===== src/rtl/branch_redirect_unit.sv =====
// Branch resolution ahead of the PC: accepts one branch, waits for flags,
// redirects the PC for one cycle, then holds flush for FLUSH_CYCLES more.
module branch_redirect_unit #(
  parameter int FLUSH_CYCLES = 2
) (
  input  logic       clk,
  input  logic       reset,
  input  logic [7:0] pc,
  input  logic       br_valid,
  output logic       br_ready,
  input  logic [7:0] br_pc,
  input  logic [7:0] br_offset,
  input  logic [1:0] br_cond,
  input  logic       flags_valid,
  input  logic       flag_z,
  input  logic       flag_n,
  output logic [7:0] pc_control,
  output logic [7:0] jump_offset,
  output logic       flush,
  output logic [7:0] taken_count
);

  typedef enum logic [1:0] {
    S_IDLE,
    S_WAIT,
    S_REDIR,
    S_FLUSH
  } state_t;

  localparam logic [3:0] FC = 4'(FLUSH_CYCLES);

  state_t     state_q, state_d;
  logic [7:0] tgt_q, tgt_d;
  logic [1:0] cond_q, cond_d;
  logic [3:0] cnt_q, cnt_d;
  logic [7:0] taken_q, taken_d;
  logic       cond_true;

  always_comb begin
    cond_true = 1'b0;
    unique case (cond_q)
      2'b00: cond_true = 1'b1;
      2'b01: cond_true = flag_z;
      2'b10: cond_true = ~flag_z;
      2'b11: cond_true = flag_n;
    endcase
  end

  always_comb begin
    state_d = state_q;
    tgt_d   = tgt_q;
    cond_d  = cond_q;
    cnt_d   = cnt_q;
    taken_d = taken_q;
    unique case (state_q)
      S_IDLE: begin
        if (br_valid) begin
          tgt_d   = br_pc + br_offset;
          cond_d  = br_cond;
          state_d = (br_cond == 2'b00) ? S_REDIR : S_WAIT;
        end
      end
      S_WAIT: begin
        if (flags_valid) begin
          state_d = cond_true ? S_REDIR : S_IDLE;
        end
      end
      S_REDIR: begin
        if (taken_q != 8'hFF) begin
          taken_d = taken_q + 8'd1;
        end
        cnt_d   = FC;
        state_d = (FC == 4'd0) ? S_IDLE : S_FLUSH;
      end
      S_FLUSH: begin
        cnt_d = cnt_q - 4'd1;
        if (cnt_q <= 4'd1) begin
          state_d = S_IDLE;
        end
      end
      default: state_d = S_IDLE;
    endcase
  end

  always_ff @(posedge clk) begin
    if (reset) begin
      state_q <= S_IDLE;
      tgt_q   <= 8'd0;
      cond_q  <= 2'b00;
      cnt_q   <= 4'd0;
      taken_q <= 8'd0;
    end else begin
      state_q <= state_d;
      tgt_q   <= tgt_d;
      cond_q  <= cond_d;
      cnt_q   <= cnt_d;
      taken_q <= taken_d;
    end
  end

  // Offset is relative to the live PC so that pc + 1 + offset hits tgt + 1.
  assign br_ready    = (state_q == S_IDLE);
  assign pc_control  = (state_q == S_REDIR) ? 8'hFF : 8'h00;
  assign jump_offset = (state_q == S_REDIR) ? (tgt_q - pc) : 8'h00;
  assign flush       = (state_q == S_REDIR) || (state_q == S_FLUSH);
  assign taken_count = taken_q;

endmodule


===== config.mk =====
export PLATFORM = sky130hd
export DESIGN_NAME = branch_redirect_unit
export DESIGN_NICKNAME = d
export VERILOG_FILES = /design/src/rtl/branch_redirect_unit.sv
export SDC_FILE = /design/constraint.sdc
export NUM_CORES = 1
export LEC_CHECK = 0
export CORE_UTILIZATION = 46
export DETAILED_ROUTE_END_ITERATION = 10
export PLACE_DENSITY = 0.79
export SYNTH_ARGS = -nofsm -noshare
export SYNTH_HDL_FRONTEND = slang
export SYNTH_SLANG_ARGS = --single-unit

===== constraint.sdc =====
create_clock -name clk -period 2.8 [get_ports clk]
set_input_delay 0.28 -clock clk [delete_from_list [all_inputs] [get_ports clk]]
set_output_delay 0.28 -clock clk [all_outputs]
set_load 0.03 [all_outputs]

==> run_results.csv <==
group,metric,value,unit
floorplanning,core_region_area,0.00372,mm^2
setup_path,crit_required,2.52,ns
pwr,netSwitchingFraction,36.1,%
clock_tree,cts-root-buf,"clkbuf_8",
setup_path,path_max_fanout,2,
cells_and_area,final_cell_mix,"clkdlybuf4s50_1 (52), nor2_1 (24), dfxtp_1 (24), inv_1 (19)",
cells_and_area,antenna_cells,0,
pwr,power_frac_comb,43.9,%
global_route,grt-ovfl-total,0,
synth,async_flop_share,0,%
cells_and_area,final_nets,338,
cells_and_area,drive_gt1_share,7.04,%
clock_tree,htreeDepth,1,
pwr,power_frac_clock,18.7,%
setup_path,critPathKind,"input pin to primary output",
route,detail-route-antenna-nets,0,
hold_path,hold_path.class,"flip-flop to flip-flop",
clock_tree,clkLatencyLatePin,0.27,ns
floorplanning,fp.dieW,64.6,um
pwr,seqPwrFrac,37.4,%
timing,slew-limit-headroom,64.9,%
route,via_per_inst,5.15,
setup_path,timing.rr.start,"state_q[1]",
pwr,powerDensity,439,mW/mm^2
clock_tree,clkSinkCount,24,
global_route,antenna_found_initial,0,
pwr,ir_worst_vdd,234,uV
route,wire_per_inst,11.5,um
timing,rsz0062_at_grt,"false",
clock_tree,post_cts_resized,4,
route,drc_errors,0,
placed_design,placed_area,0.00241,mm^2
cells_and_area,multi_input_area,0.00116,mm^2
clock_tree,cts_buffers,3,
placed_design,portBuffers,57,
global_route,grt_pass1_wl,6490,um
timing,slew_violations,0,
cells_and_area,syn2layout_area_growth,36.2,%
setup_path,worstSetupStartpoint,"pc[0]",
clock_tree,cts.hold.buffers_added,0,
synth,syn_area,0.00180,mm^2
clock_tree,cts_tree,"done",
timing,tns,0,ns
cells_and_area,final_util,66.1,%
clock_tree,path_clk_slew,0.08,ns
synth,syn-num-nets,281,
floorplanning,die_area,0.00417,mm^2
synth,ys.flop_type,"dfxtp_1",
placed_design,dpl.hpwl,2970,um
timing,fin_crit_sh,95.9,%
placed_design,dp_cells,329,
setup_path,start_kind,"input pin",
route,wl,3810,um
cells_and_area,nFillCells,320,
synth,synth.avg_cell_area,7.87,um^2
setup_path,crit_path_end_kind,"primary output",
setup_path,critPathArrivalTime,2.40,ns
global_route,first_global_vias,1498,
route,dr.first_iter.drc_count,58,
run,cap_viol_max_count,0,
synth,synth-seq-cells,24,
cells_and_area,regArea,480,um^2
route,num_vias,1709,
pwr,switchingPower,0.388,mW
floorplanning,num_rows,22,
timing,finalSetupViolCount,0,
timing,skew,0.00308,ns
timing,min_period,2.68,ns
route,dr.pass1.iters,4,
synth,synth-edff-count,0,
synth,netlist_instances,229,
clock_tree,clk_path_buf_depth,2,
timing,holdWs,0.472,ns
timing,report.final.hold_viol_count,0,
hold_path,hold_start,"cond_q[0]",
synth,ys_types,42,
cells_and_area,instances_no_fill,332,
pwr,p_leak,1.03,nW
floorplanning,die_y,64.6,um
floorplanning,io_pins,58,
outcome,status,"finished clean",
pwr,p_int,0.688,mW
synth,yosysSeqAreaShare,26.7,%
global_route,grt_max_degree,28,
synth,synth_warnings,0,
cells_and_area,mostFrequentLayoutCell,"clkdlybuf4s50_1",
clock_tree,post_cts_buffers,0,
cells_and_area,final_area,0.00245,mm^2
placed_design,gp_congestion,0.786,
timing,fmax,373,MHz
floorplanning,initial_core_util,48.5,%
global_route,track_usage,19.8,%
timing,tightest_slew,0.526,ns
==> kinds of logic after synthesis <==
| group | share of synthesized area, % |
|---|---|
| and+or+nand+nor | 24.1 |
| DFF | 26.7 |
| adders and majority gates | 14.7 |
| xor gates and xnor gates | 6.81 |
| AOI/OAI and AO/OA | 16.2 |
| buffers and inverters | 9.31 |
| muxes | 2.22 |
==> critical path: stages <==
cell	delay [ns]
clkdlybuf4s50_1	0.49
ha_1	0.16
inv_1	0.05
fa_1	0.40
a21o_1	0.19
a21oi_2	0.16
nor2b_1	0.07
mux2i_1	0.12
a311o_1	0.31
buf_2	0.18
==> cell usage after synthesis (all sizes together), types with 7 or more instances <==
cell type  count  area [um^2]
a21oi         14         70.1
xnor2          9         78.8
o21ai         11         55.1
ha            18          225
buf           10         73.8
inv           20         75.1
nand3         13         65.1
dfxtp         24          480
nor2          25         96.4
nor3           7         35.0
nand2         18         67.6
==> final timing paths <==
kind                          to  slack [ns]  cells after the start
hold reg to reg        cond_q[0]        0.47                      2
hold / removal         cond_q[0]        0.47                      2
setup reg to reg        tgt_q[5]        1.07                      4
setup / recovery  jump_offset[6]        0.12                     10
==> routing by layer <==
metal / wire (um) / GRT usage (%)
met2: 1690 / 32.0
met1: 1910 / 26.3
met4: 43 / 5.83
met5: 0 / 0
met3: 170 / 4.23
==> power groups by stage <==
| stage | Combinational (mW) | Clock [mW] | Sequential (mW) |
|---|---|---|---|
| finish | 0.472 | 0.201 | 0.403 |
| floorplan | 0.321 | 0 | 0.404 |
| detailed placement | 0.474 | 0 | 0.410 |
| global placement | 0.467 | 0 | 0.411 |
| CTS | 0.477 | 0.206 | 0.403 |
| global route | 0.518 | 0.220 | 0.407 |
==> metrics by stage <==
stage | power (mW) | setup slack [ns]
final | 1.08 | 0.116
after global routing | 1.15 | 0.0367
after CTS | 1.09 | 0.000316
after detailed placement | 0.884 | -0.347
after global placement | 0.878 | -0.309
after floorplan | 0.725 | 0.635
==> sequential cells by signal (all words and copies together) (netlist names) <==
| name | count |
|---|---|
| tgt_q | 8 |
| taken_count | 8 |
| cond_q | 2 |
| state_q | 2 |
| cnt_q | 4 |
==> area by class of cell <==
type                       count  area share (%)
multi-input combinational    170            47.1
timing repair buffer          67            26.1
sequential                    24            19.6
inverter                      20            3.06
tap                           48            2.45
clock buffer                   3            1.68
(Power assumes the default switching activity.)
